--- src/rtl/adder_tree_arbiter_if.sv ---
// Requester, tree and response signals of the shared adder-tree front end.
// master = arbiter side, slave = requesters + tree + response consumer.
interface adder_tree_arbiter_if #(
  parameter int NB_REQ    = 4,
  parameter int NB_IN     = 8,
  parameter int IN_WIDTH  = 16,
  parameter int OUT_WIDTH = IN_WIDTH + NB_IN,
  parameter int ID_WIDTH  = (NB_REQ > 1) ? $clog2(NB_REQ) : 1
);
  logic [NB_REQ-1:0]                req_valid;
  logic [NB_REQ-1:0]                req_ready;
  logic [NB_REQ*NB_IN*IN_WIDTH-1:0] req_data;
  logic [NB_IN*IN_WIDTH-1:0]        tree_data_in;
  logic                             tree_data_in_en;
  logic [OUT_WIDTH-1:0]             tree_data_out;
  logic                             tree_data_out_en;
  logic [OUT_WIDTH-1:0]             rsp_data;
  logic [ID_WIDTH-1:0]              rsp_id;
  logic                             rsp_valid;

  modport master (
    input  req_valid, req_data, tree_data_out, tree_data_out_en,
    output req_ready, tree_data_in, tree_data_in_en, rsp_data, rsp_id, rsp_valid
  );

  modport slave (
    output req_valid, req_data, tree_data_out, tree_data_out_en,
    input  req_ready, tree_data_in, tree_data_in_en, rsp_data, rsp_id, rsp_valid
  );
endinterface

--- src/rtl/adder_tree_arbiter.sv ---
// Round-robin share of one adder tree: vector reaches the tree 1 cycle after handshake, response 1 cycle after the tree strobe.
// Backpressure: req_ready held low while MAX_OUTSTANDING vectors are in flight; responses cannot be stalled.

module sync_fifo #(
  parameter int WIDTH = 2,
  parameter int DEPTH = 4
) (
  input  logic                   clk,
  input  logic                   reset,
  input  logic                   push_vld,
  input  logic [WIDTH-1:0]       push_dat,
  input  logic                   pop_vld,
  output logic [WIDTH-1:0]       pop_dat,
  output logic                   empty,
  output logic [$clog2(DEPTH):0] count
);
  localparam int AW = $clog2(DEPTH);

  logic [WIDTH-1:0] mem [DEPTH];
  logic [AW-1:0]    wr_ptr;
  logic [AW-1:0]    rd_ptr;
  logic [AW:0]      cnt;

  always_ff @(posedge clk) begin
    if (reset) begin
      wr_ptr <= '0;
      rd_ptr <= '0;
      cnt    <= '0;
      for (int i = 0; i < DEPTH; i++) mem[i] <= '0;
    end else begin
      if (push_vld) begin
        mem[wr_ptr] <= push_dat;
        wr_ptr      <= wr_ptr + 1'b1;
      end
      if (pop_vld) rd_ptr <= rd_ptr + 1'b1;
      case ({push_vld, pop_vld})
        2'b10:   cnt <= cnt + 1'b1;
        2'b01:   cnt <= cnt - 1'b1;
        default: cnt <= cnt;
      endcase
    end
  end

  assign pop_dat = mem[rd_ptr];
  assign empty   = (cnt == '0);
  assign count   = cnt;
endmodule

module adder_tree_arbiter #(
  parameter int NB_REQ          = 4,
  parameter int NB_IN           = 8,
  parameter int IN_WIDTH        = 16,
  parameter int OUT_WIDTH       = IN_WIDTH + NB_IN,
  parameter int MAX_OUTSTANDING = 4,
  parameter int ID_WIDTH        = (NB_REQ > 1) ? $clog2(NB_REQ) : 1
) (
  input  logic                               clk,
  input  logic                               reset,
  adder_tree_arbiter_if.master               bus,
  output logic [$clog2(MAX_OUTSTANDING):0]   outstanding,
  output logic                               busy,
  output logic                               err_orphan
);
  localparam int VEC_W = NB_IN * IN_WIDTH;
  localparam int CNT_W = $clog2(MAX_OUTSTANDING) + 1;

  logic [ID_WIDTH-1:0] rr_ptr;
  logic [ID_WIDTH-1:0] gnt_id;
  logic [ID_WIDTH-1:0] pop_id;
  logic [CNT_W-1:0]    fifo_cnt;
  logic                fifo_empty;
  logic                gnt_found;
  logic                eligible;
  logic                xfer;
  logic                rsp_fire;

  // Credit check uses the registered count, so a slot freed this cycle is only reusable next cycle.
  assign eligible = (fifo_cnt < CNT_W'(MAX_OUTSTANDING));

  always_comb begin
    int                  idx;
    logic [ID_WIDTH-1:0] cand;
    gnt_found = 1'b0;
    gnt_id    = '0;
    idx       = 0;
    cand      = '0;
    for (int k = 0; k < NB_REQ; k++) begin
      idx  = (int'(rr_ptr) + k) % NB_REQ;
      cand = ID_WIDTH'(idx);
      if (!gnt_found && bus.req_valid[cand]) begin
        gnt_found = 1'b1;
        gnt_id    = cand;
      end
    end
  end

  assign xfer     = !reset && eligible && gnt_found;
  assign rsp_fire = bus.tree_data_out_en && !fifo_empty;

  always_comb begin
    bus.req_ready = '0;
    if (xfer) bus.req_ready[gnt_id] = 1'b1;
  end

  sync_fifo #(
    .WIDTH (ID_WIDTH),
    .DEPTH (MAX_OUTSTANDING)
  ) u_tag_fifo (
    .clk      (clk),
    .reset    (reset),
    .push_vld (xfer),
    .push_dat (gnt_id),
    .pop_vld  (rsp_fire),
    .pop_dat  (pop_id),
    .empty    (fifo_empty),
    .count    (fifo_cnt)
  );

  always_ff @(posedge clk) begin
    if (reset) begin
      rr_ptr              <= '0;
      bus.tree_data_in    <= '0;
      bus.tree_data_in_en <= 1'b0;
      bus.rsp_data        <= '0;
      bus.rsp_id          <= '0;
      bus.rsp_valid       <= 1'b0;
      err_orphan          <= 1'b0;
    end else begin
      bus.tree_data_in_en <= xfer;
      if (xfer) begin
        bus.tree_data_in <= bus.req_data[gnt_id*VEC_W +: VEC_W];
        rr_ptr           <= (gnt_id == ID_WIDTH'(NB_REQ - 1)) ? '0 : gnt_id + 1'b1;
      end
      bus.rsp_valid <= rsp_fire;
      if (rsp_fire) begin
        bus.rsp_data <= OUT_WIDTH'(bus.tree_data_out);
        bus.rsp_id   <= pop_id;
      end
      // A result with no recorded issuer means the tree and this block disagree; latch it.
      if (bus.tree_data_out_en && fifo_empty) err_orphan <= 1'b1;
    end
  end

  assign outstanding = fifo_cnt;
  assign busy        = (fifo_cnt != '0) || bus.tree_data_in_en;
endmodule

--- src/flat_wrapper.sv ---
// flat-port wrapper written by rule: the top's interface ports become plain ports
module adder_tree_arbiter_flat 
#(
  parameter int NB_REQ          = 4,
  parameter int NB_IN           = 8,
  parameter int IN_WIDTH        = 16,
  parameter int OUT_WIDTH       = IN_WIDTH + NB_IN,
  parameter int MAX_OUTSTANDING = 4,
  parameter int ID_WIDTH        = (NB_REQ > 1) ? $clog2(NB_REQ) : 1
)
  (clk, reset, outstanding, busy, err_orphan, bus_req_valid, bus_req_data, bus_tree_data_out, bus_tree_data_out_en, bus_req_ready, bus_tree_data_in, bus_tree_data_in_en, bus_rsp_data, bus_rsp_id, bus_rsp_valid);
  adder_tree_arbiter_if #(.NB_REQ(NB_REQ), .NB_IN(NB_IN), .IN_WIDTH(IN_WIDTH), .OUT_WIDTH(OUT_WIDTH), .ID_WIDTH(ID_WIDTH)) bus_i ();
  input  logic clk;
  input  logic reset;
  output logic [$clog2(MAX_OUTSTANDING):0] outstanding;
  output logic busy;
  output logic err_orphan;
  input wire logic [$bits(bus_i.req_valid)-1:0] bus_req_valid;
  input wire logic [$bits(bus_i.req_data)-1:0] bus_req_data;
  input wire logic [$bits(bus_i.tree_data_out)-1:0] bus_tree_data_out;
  input wire logic [$bits(bus_i.tree_data_out_en)-1:0] bus_tree_data_out_en;
  output wire logic [$bits(bus_i.req_ready)-1:0] bus_req_ready;
  output wire logic [$bits(bus_i.tree_data_in)-1:0] bus_tree_data_in;
  output wire logic [$bits(bus_i.tree_data_in_en)-1:0] bus_tree_data_in_en;
  output wire logic [$bits(bus_i.rsp_data)-1:0] bus_rsp_data;
  output wire logic [$bits(bus_i.rsp_id)-1:0] bus_rsp_id;
  output wire logic [$bits(bus_i.rsp_valid)-1:0] bus_rsp_valid;
  assign bus_i.req_valid = bus_req_valid;
  assign bus_i.req_data = bus_req_data;
  assign bus_i.tree_data_out = bus_tree_data_out;
  assign bus_i.tree_data_out_en = bus_tree_data_out_en;
  assign bus_req_ready = bus_i.req_ready;
  assign bus_tree_data_in = bus_i.tree_data_in;
  assign bus_tree_data_in_en = bus_i.tree_data_in_en;
  assign bus_rsp_data = bus_i.rsp_data;
  assign bus_rsp_id = bus_i.rsp_id;
  assign bus_rsp_valid = bus_i.rsp_valid;
  adder_tree_arbiter #(.NB_REQ(NB_REQ), .NB_IN(NB_IN), .IN_WIDTH(IN_WIDTH), .OUT_WIDTH(OUT_WIDTH), .MAX_OUTSTANDING(MAX_OUTSTANDING), .ID_WIDTH(ID_WIDTH)) u_core (.clk(clk), .reset(reset), .bus(bus_i), .outstanding(outstanding), .busy(busy), .err_orphan(err_orphan));
endmodule
--- config.mk ---
export PLATFORM = sky130hd
export DESIGN_NAME = adder_tree_arbiter_flat
export DESIGN_NICKNAME = d
export VERILOG_FILES = /design/src/rtl/adder_tree_arbiter_if.sv /design/src/rtl/adder_tree_arbiter.sv /design/src/flat_wrapper.sv
export SDC_FILE = /design/constraint.sdc
export NUM_CORES = 1
export LEC_CHECK = 0
export BUFFER_PORTS_ARGS = -buffer_cell sky130_fd_sc_hd__buf_2
export CAP_MARGIN = 10
export CORE_AREA = 4 4 273 275
export CTS_CLUSTER_SIZE = 24
export DETAILED_ROUTE_END_ITERATION = 8
export DIE_AREA = 0 0 277 279
export SKIP_LAST_GASP = 1
export SYNTH_ARGS = -nofsm -noshare
export SYNTH_HDL_FRONTEND = slang
export SYNTH_HIERARCHICAL = 1
export SYNTH_SLANG_ARGS = --single-unit
--- constraint.sdc ---
create_clock -name clk -period 5.8 [get_ports clk]
set_input_delay 1.16 -clock clk [delete_from_list [all_inputs] [get_ports clk]]
set_output_delay 1.16 -clock clk [all_outputs]
set_load 0.02 [all_outputs]
==> results of run 1 <==
## worst min-delay path, delay by kind of cell, from the launching register on
| family | cells | cell delay (ns) |
|---|---|---|
| flip-flops | 1 | 0.31 |
| AND/OR/NAND/NOR | 1 | 0.05 |
| AO/OA/AOI/OAI | 1 | 0.05 |
## synthesized netlist by cell type, drive strengths merged
library cell	instances
a21oi	31
a2bb2oi	2
a31o	1
and2	1
and2b	1
and3	1
buf	55
clkbuf	26
clkinv	1
dfxtp	168
edfxtp	8
fa	1
ha	2
inv	4
mux2i	258
mux4	2
nand2	188
nand2b	6
nand3b	1
nor2	27
nor2b	5
nor3	1
o211ai	1
o21ai	2
o221a	2
o221ai	128
or2	1
or3	2
or4	1
xnor2	2
xor2	3
## metrics by stage
step | cell area, sq um | hold slack, ns | std cells | total power [mW] | setup slack (ns)
2_1_floorplan | 9380 | 0.471 | 932 | 4.32 | 2.37
3_3_place_gp | 13600 | 0.437 | 2529 | 5.21 | 2.22
3_5_place_dp | 13600 | 0.441 | 2529 | 5.22 | 2.19
4_1_cts | 14200 | 0.456 | 2561 | 6.52 | 2.19
5_1_grt | 14200 | 0.474 | 2561 | 6.80 | 2.04
6_report | 14200 | 0.452 | 2562 | 6.40 | 2.20
## state kept, by name, indices dropped and copies added, names as in the netlist, 2 cells and up, named ones only
name,count
u_core/u_tag_fifo/mem,8
u_core/u_tag_fifo/rd_ptr,2
u_core/u_tag_fifo/wr_ptr,2
u_core/bus.rsp_id,2
u_core/rr_ptr,2
u_core/bus.tree_data_in,128
u_core/u_tag_fifo/count,3
u_core/bus.rsp_data,24
## power by group through the flow
stage	Combinational [mW]	Clock (mW)	Sequential (mW)
6_report	3.23	1.23	1.94
5_1_grt	3.46	1.34	2.00
4_1_cts	3.26	1.31	1.94
3_5_place_dp	3.26	0	1.96
3_3_place_gp	3.25	0	1.96
2_1_floorplan	1.84	0	2.48
## final cells by class
type	count	area (sq um)	area share (%)
antenna	1	2.50	0.0177
clock buffer	17	425	3.00
clock inverter	15	181	1.28
inverter	5	18.8	0.133
multi-input combinational	670	5060	35.8
sequential	176	3600	25.4
tap	959	1200	8.47
timing repair buffer	719	3670	25.9
## cells by family after synthesis
kind of cell / synth area share, %
AO/OA/AOI/OAI: 14.5
XOR/XNOR: 0.467
buffers and inverters: 7.94
AND/OR/NAND/NOR: 10.2
multiplexers: 28.0
adder cells (fa/ha/maj): 0.480
flip-flops: 38.4
## how the worst max path moves through the flow
stage | slack (ns) | end | start
finish | 2.20 | bus_req_ready[1] | bus_req_valid[0]
global route | 2.04 | u_core/u_tag_fifo/count[2] | u_core/u_tag_fifo/count[0]
CTS | 2.19 | bus_req_ready[0] | bus_req_valid[0]
detailed placement | 2.19 | bus_req_ready[0] | bus_req_valid[0]
global placement | 2.22 | bus_req_ready[0] | bus_req_valid[0]
floorplan | 2.37 | bus_req_ready[2] | bus_req_valid[0]
## placed cells by master (no fill, tap or decap), drive strengths merged
cell and instances:
ha 2, or3 2, nor2 27, o221a 2, nand2b 6, a2bb2oi 2
or2 1, xor2 3, nand3b 1, xnor2 2, inv 14, and2 1
fa 1, o221ai 128, mux4 2, and2b 1, a21oi 31, clkbuf 17
edfxtp 8, o211ai 1, a31o 1, diode 1, o21ai 2, dfxtp 168
nor3 1, nor2b 5, mux2i 258, or4 1, nand2 188, and3 1
buf 719, clkinv 6
## layer usage
metal / global-route usage [%] / routed length, um / vias to the layer above / share of wire, %
li1: - / - / 4791 / -
met1: 11.1 / 15800 / 4487 / 39
met2: 17.0 / 20200 / 513 / 49
met3: 2.82 / 3370 / 50 / 8.3
met4: 4.60 / 1380 / 4 / 3.4
met5: 0 / 35 / - / 0.086
==> results.py, run 1 <==
metrics = {
    "synthesis": {
        "ys_seq_area_share_pct": 38.4,
        "ys_ff_latch": 176,
        "synthTopCellsByArea": "dfxtp_1 (36%), mux2i_1 (28%), o221ai_1 (12%)",
        "synth.top_cell.area_share_pct": 35.8,
        "syn_avg_cell_area_sq_um": 10.1,
        "syn-num-nets": 1478,
        "synth_top_area_cell": "dfxtp_1",
        "post_synth_inst_count": 932,
        "synthesis.area_sq_um": 9380,
        "yosysWarnings": 6,
        "synth.distinct_cells": 44,
    },
    "critical_path": {
        "r2r_end": "u_core/u_tag_fifo/count[2]",
        "cp_top_family": "buffers and inverters",
        "crit_required_ns": 4.64,
        "worstRegToRegCells": 9,
        "cpMostUsedCell": "buf_2",
        "r2r_start": "u_core/u_tag_fifo/count[0]",
        "slowest_delay_ns": 0.30,
        "crit_path_end_kind": "output pin",
        "reg2reg_slack_ns": 2.38,
        "arrival_ns": 2.44,
        "critPathLaunchType": "input port",
        "crit_slowest_cell": "buf_12",
        "cp_num_buf_inv": 3,
        "cp.depth": 7,
        "path_max_fanout": 40,
        "crit_type": "in -> out",
        "cp_cell_sequence": "buf_2 > nor2b_2 > nor2_2 > a2bb2oi_4 > buf_12 > nor2_1 > buf_2",
    },
    "power_and_ir_drop": {
        "powerDensity_nw_per_um2": 452,
        "switching_share_pct": 44.7,
        "pwr-share-comb_pct": 50.5,
        "leakagePower_nw": 6.65,
        "ir_drop_mv": 0.261,
        "p_int_mw": 3.54,
        "p_clk_share_pct": 19.2,
        "seqPwrFrac_pct": 30.3,
        "p_sw_mw": 2.86,
    },
    "finish": {
        "final_core_util_pct": 19.6,
        "area_delta_synth_final_pct": 51.0,
        "nFillCells": 8057,
        "nets": 2135,
        "drive_gt1_share_pct": 48.1,
    },
    "sta": {
        "tightest_slew_ns": 1.18,
        "tns_ns": 0,
        "slew_violations": 0,
        "relSlewSlack_pct": 21.1,
        "fin_crit_sh_pct": 62.1,
        "rsz0062_at_grt": "no",
        "setup_violations": 0,
        "fin_crit_ns": 3.60,
        "finClkSkew_ns": 0.0184,
        "max_freq_ghz": 0.278,
        "hold_viol_final": 0,
    },
    "drt": {
        "drc_errors": 0,
        "vias": 9845,
        "firstDrtPassIters": 4,
        "drt-initial-drc-count": 401,
        "final_antenna_net_count": 0,
        "routedWlPerCell_um": 15.9,
        "wl_um": 40700,
        "vias_per_cell": 3.84,
    },
    "hold_path": {
        "whs_path_depth": 2,
        "min_path_type": "reg -> reg",
        "holdPathEnd": "u_core/bus.rsp_data[19]",
        "hold_start": "u_core/bus.rsp_data[19]",
    },
    "placed_design": {
        "io_buffers": 707,
        "hpwlAfterDp_um": 32600,
        "globalplace.congestion": 0.872,
    },
    "cts": {
        "postCtsSetupRepairBufs": 0,
        "cts_buffers": 17,
        "cts_tree": "built",
        "holdBufCountCts": 0,
        "clk_pin_slew_worst_paths_ns": 0.07,
        "insertion_delay_ns": 0.47,
        "post_cts_resized": 0,
        "htree_levels": 4,
        "cts.sinks": 176,
        "root_buffer": "clkbuf_16",
        "clock_path_buffers": 2,
    },
    "floorplanning": {
        "rows": 99,
        "die_height_um": 279,
        "dieWidth_um": 277,
        "start_util_pct": 13.0,
        "coreArea_sq_um": 72300,
        "die_area_sq_um": 77300,
        "ios": 708,
    },
    "global_routing": {
        "grt_max_degree": 123,
        "grt_pass1_wl_um": 58200,
        "grt_antenna_before_repair": 4,
        "grt_pass1_vias": 9581,
        "grt_overflow": 0,
        "grt_util_all_layers_pct": 9.80,
    },
    "run_status": {
        "status": "finished clean",
    },
    "job": {
        "maxCapViolCount": 0,
    },
}
Power figures use the tool's default switching activity.
==> run 2: changes to the inputs <==
Clock period 5.8 ns to 3.4 ns, I/O delays scaled along.
==> run 2 against run 1 <==
  * Critical path depth down 1
  * Clock-buffer cell count unchanged
  * Power is 72% higher
  * Flip-flop and latch count unchanged
  * Sequential power is 71% higher
  * Worst setup slack got worse by 1.4 ns
  * Clock power rose by 67%
  * Die area unchanged
  * Sequential share of layout area fell by 0.26 points
==> results.py, run 2 (same netlist as run 1, synthesis figures left out) <==
metrics = {
    "run_status": {
        "status": "finished clean",
    },
    "placed_design": {
        "hpwlAfterDp_um": 32600,
        "io_buffers": 707,
        "globalplace.congestion": 0.944,
        "dpl.cell_count": 2543,
    },
    "power_and_ir_drop": {
        "ir_drop_mv": 0.399,
        "leakagePower_nw": 6.74,
        "powerDensity_nw_per_um2": 769,
    },
    "global_routing": {
        "grt_max_degree": 129,
        "grt_overflow": 0,
        "grt_pass1_vias": 9796,
        "grt_util_all_layers_pct": 9.85,
        "grt_antenna_before_repair": 4,
        "grt_pass1_wl_um": 58600,
    },
    "sta": {
        "fin_crit_ns": 2.62,
        "relSlewSlack_pct": 31.4,
        "slew_violations": 0,
        "max_freq_ghz": 0.382,
        "rsz0062_at_grt": "no",
        "hold_viol_final": 0,
        "tns_ns": 0,
        "finClkSkew_ns": 0.0143,
        "setup_violations": 0,
        "fin_crit_sh_pct": 77.0,
        "tightest_slew_ns": 1.03,
    },
    "drt": {
        "drt-initial-drc-count": 447,
        "routedWlPerCell_um": 15.7,
        "firstDrtPassIters": 5,
        "vias_per_cell": 3.85,
        "wl_um": 40500,
        "final_antenna_net_count": 0,
        "vias": 9908,
        "drc_errors": 0,
    },
    "finish": {
        "final_cell_mix": "buf_2 (707), mux2i_1 (258), nand2_1 (186), dfxtp_1 (168), o221ai_1 (128)",
        "largest_reg_flops": 128,
        "nets": 2149,
        "drive_gt1_share_pct": 48.5,
        "largest-register": "u_core/bus.tree_data_in",
        "instances_no_fill": 2576,
        "final_common_cell": "buf_2",
        "top_regs": "u_core/bus.tree_data_in x128, u_core/bus.rsp_data x24, u_core/u_tag_fifo/mem x8",
        "area_delta_synth_final_pct": 52.5,
    },
    "floorplanning": {
        "rows": 99,
        "die_height_um": 279,
        "start_util_pct": 13.0,
        "dieWidth_um": 277,
        "ios": 708,
        "die_area_sq_um": 77300,
        "coreArea_sq_um": 72300,
    },
    "critical_path": {
        "cp_cell_sequence": "nor2b_1 > o21ai_1 > o221a_2 > ha_1 > and2_1 > buf_2",
        "crit_slowest_cell": "dfxtp_1",
        "crit_path_end_kind": "output pin",
        "path_max_fanout": 4,
        "slowest_delay_ns": 0.42,
        "arrival_ns": 1.94,
        "crit_start": "u_core/rr_ptr[0]",
        "r2r_start": "u_core/rr_ptr[0]",
        "critPathLaunchType": "flop",
        "crit_required_ns": 2.72,
        "crit_type": "reg -> out",
    },
    "cts": {
        "insertion_delay_ns": 0.47,
        "cts.sinks": 176,
        "cts_tree": "built",
        "cts_buffers": 17,
        "htree_levels": 4,
        "holdBufCountCts": 0,
        "post_cts_resized": 0,
        "postCtsSetupRepairBufs": 0,
        "clk_pin_slew_worst_paths_ns": 0.08,
        "clock_path_buffers": 2,
        "root_buffer": "clkbuf_16",
    },
    "hold_path": {
        "hold_start": "bus_tree_data_out[6]",
        "min_path_type": "in -> reg",
    },
    "job": {
        "maxCapViolCount": 0,
    },
}
==> run 2: changes by cell type in the layout (fill, tap and decap cells not counted), sizes merged <==
cell  previous run  this run
buf            719       733
==> run 2: critical path, delay by kind of cell, from the launching register on <==
| family | cells | cell delay (ns) |
|---|---|---|
| adder cells (fa/ha/maj) | 1 | 0.15 |
| AO/OA/AOI/OAI | 2 | 0.51 |
| AND/OR/NAND/NOR | 2 | 0.22 |
| buffers and inverters | 1 | 0.17 |
| flip-flops | 1 | 0.42 |
==> run 2: where the power goes <==
| group | total [mW] | internal, mW | switching [mW] |
|---|---|---|---|
| Combinational | 5.61 | 2.24 | 3.38 |
| Clock | 2.06 | 0.997 | 1.07 |
| Sequential | 3.32 | 2.89 | 0.437 |
| Total | 11.0 | 6.12 | 4.88 |
==> run 2: metrics by stage <==
step | power, mW | setup WS, ns | hold slack, ns | instance area (sq um) | util [%]
final | 11.0 | 0.782 | 0.437 | 14300 | 19.8
after CTS | 11.2 | 0.734 | 0.368 | 14300 | 19.8
after floorplan | 7.38 | 0.751 | 0.471 | 9380 | -
after detailed placement | 9.04 | 0.707 | 0.443 | 13700 | 18.9
after global routing | 11.7 | 0.590 | 0.370 | 14300 | 19.8
after global placement | 9.00 | 0.667 | 0.439 | 13700 | 18.9
==> run 2: cell type report <==
| class | count | area [sq um] |
|---|---|---|
| Tap cell | 959 | 1200 |
| Multi-Input combinational cell | 670 | 5060 |
| Clock inverter | 15 | 174 |
| Antenna cell | 1 | 2.50 |
| Clock buffer | 17 | 425 |
| Timing Repair Buffer | 733 | 3820 |
| Sequential cell | 176 | 3600 |
| Fill cell | 8015 | 58000 |
| Inverter | 5 | 18.8 |
==> run 2: final timing paths <==
| kind | slack, ns | cells past startpoint | endpoint |
|---|---|---|---|
| max | 0.78 | 6 | bus_req_ready[3] |
| min | 0.44 | 3 | u_core/bus.rsp_data[6] |
| max reg2reg | 1.20 | 7 | u_core/bus.tree_data_in[70] |
| min reg2reg | 0.45 | 2 | u_core/bus.rsp_data[22] |
==> run 2: metal layers <==
layer / part of all wire, % / GRT usage, % / vias to the layer above
met5: 0.042 / 0 / -
met4: 3.4 / 4.42 / 2
met3: 8.2 / 2.79 / 60
met2: 50 / 17.3 / 540
met1: 39 / 11.2 / 4495
li1: - / - / 4811
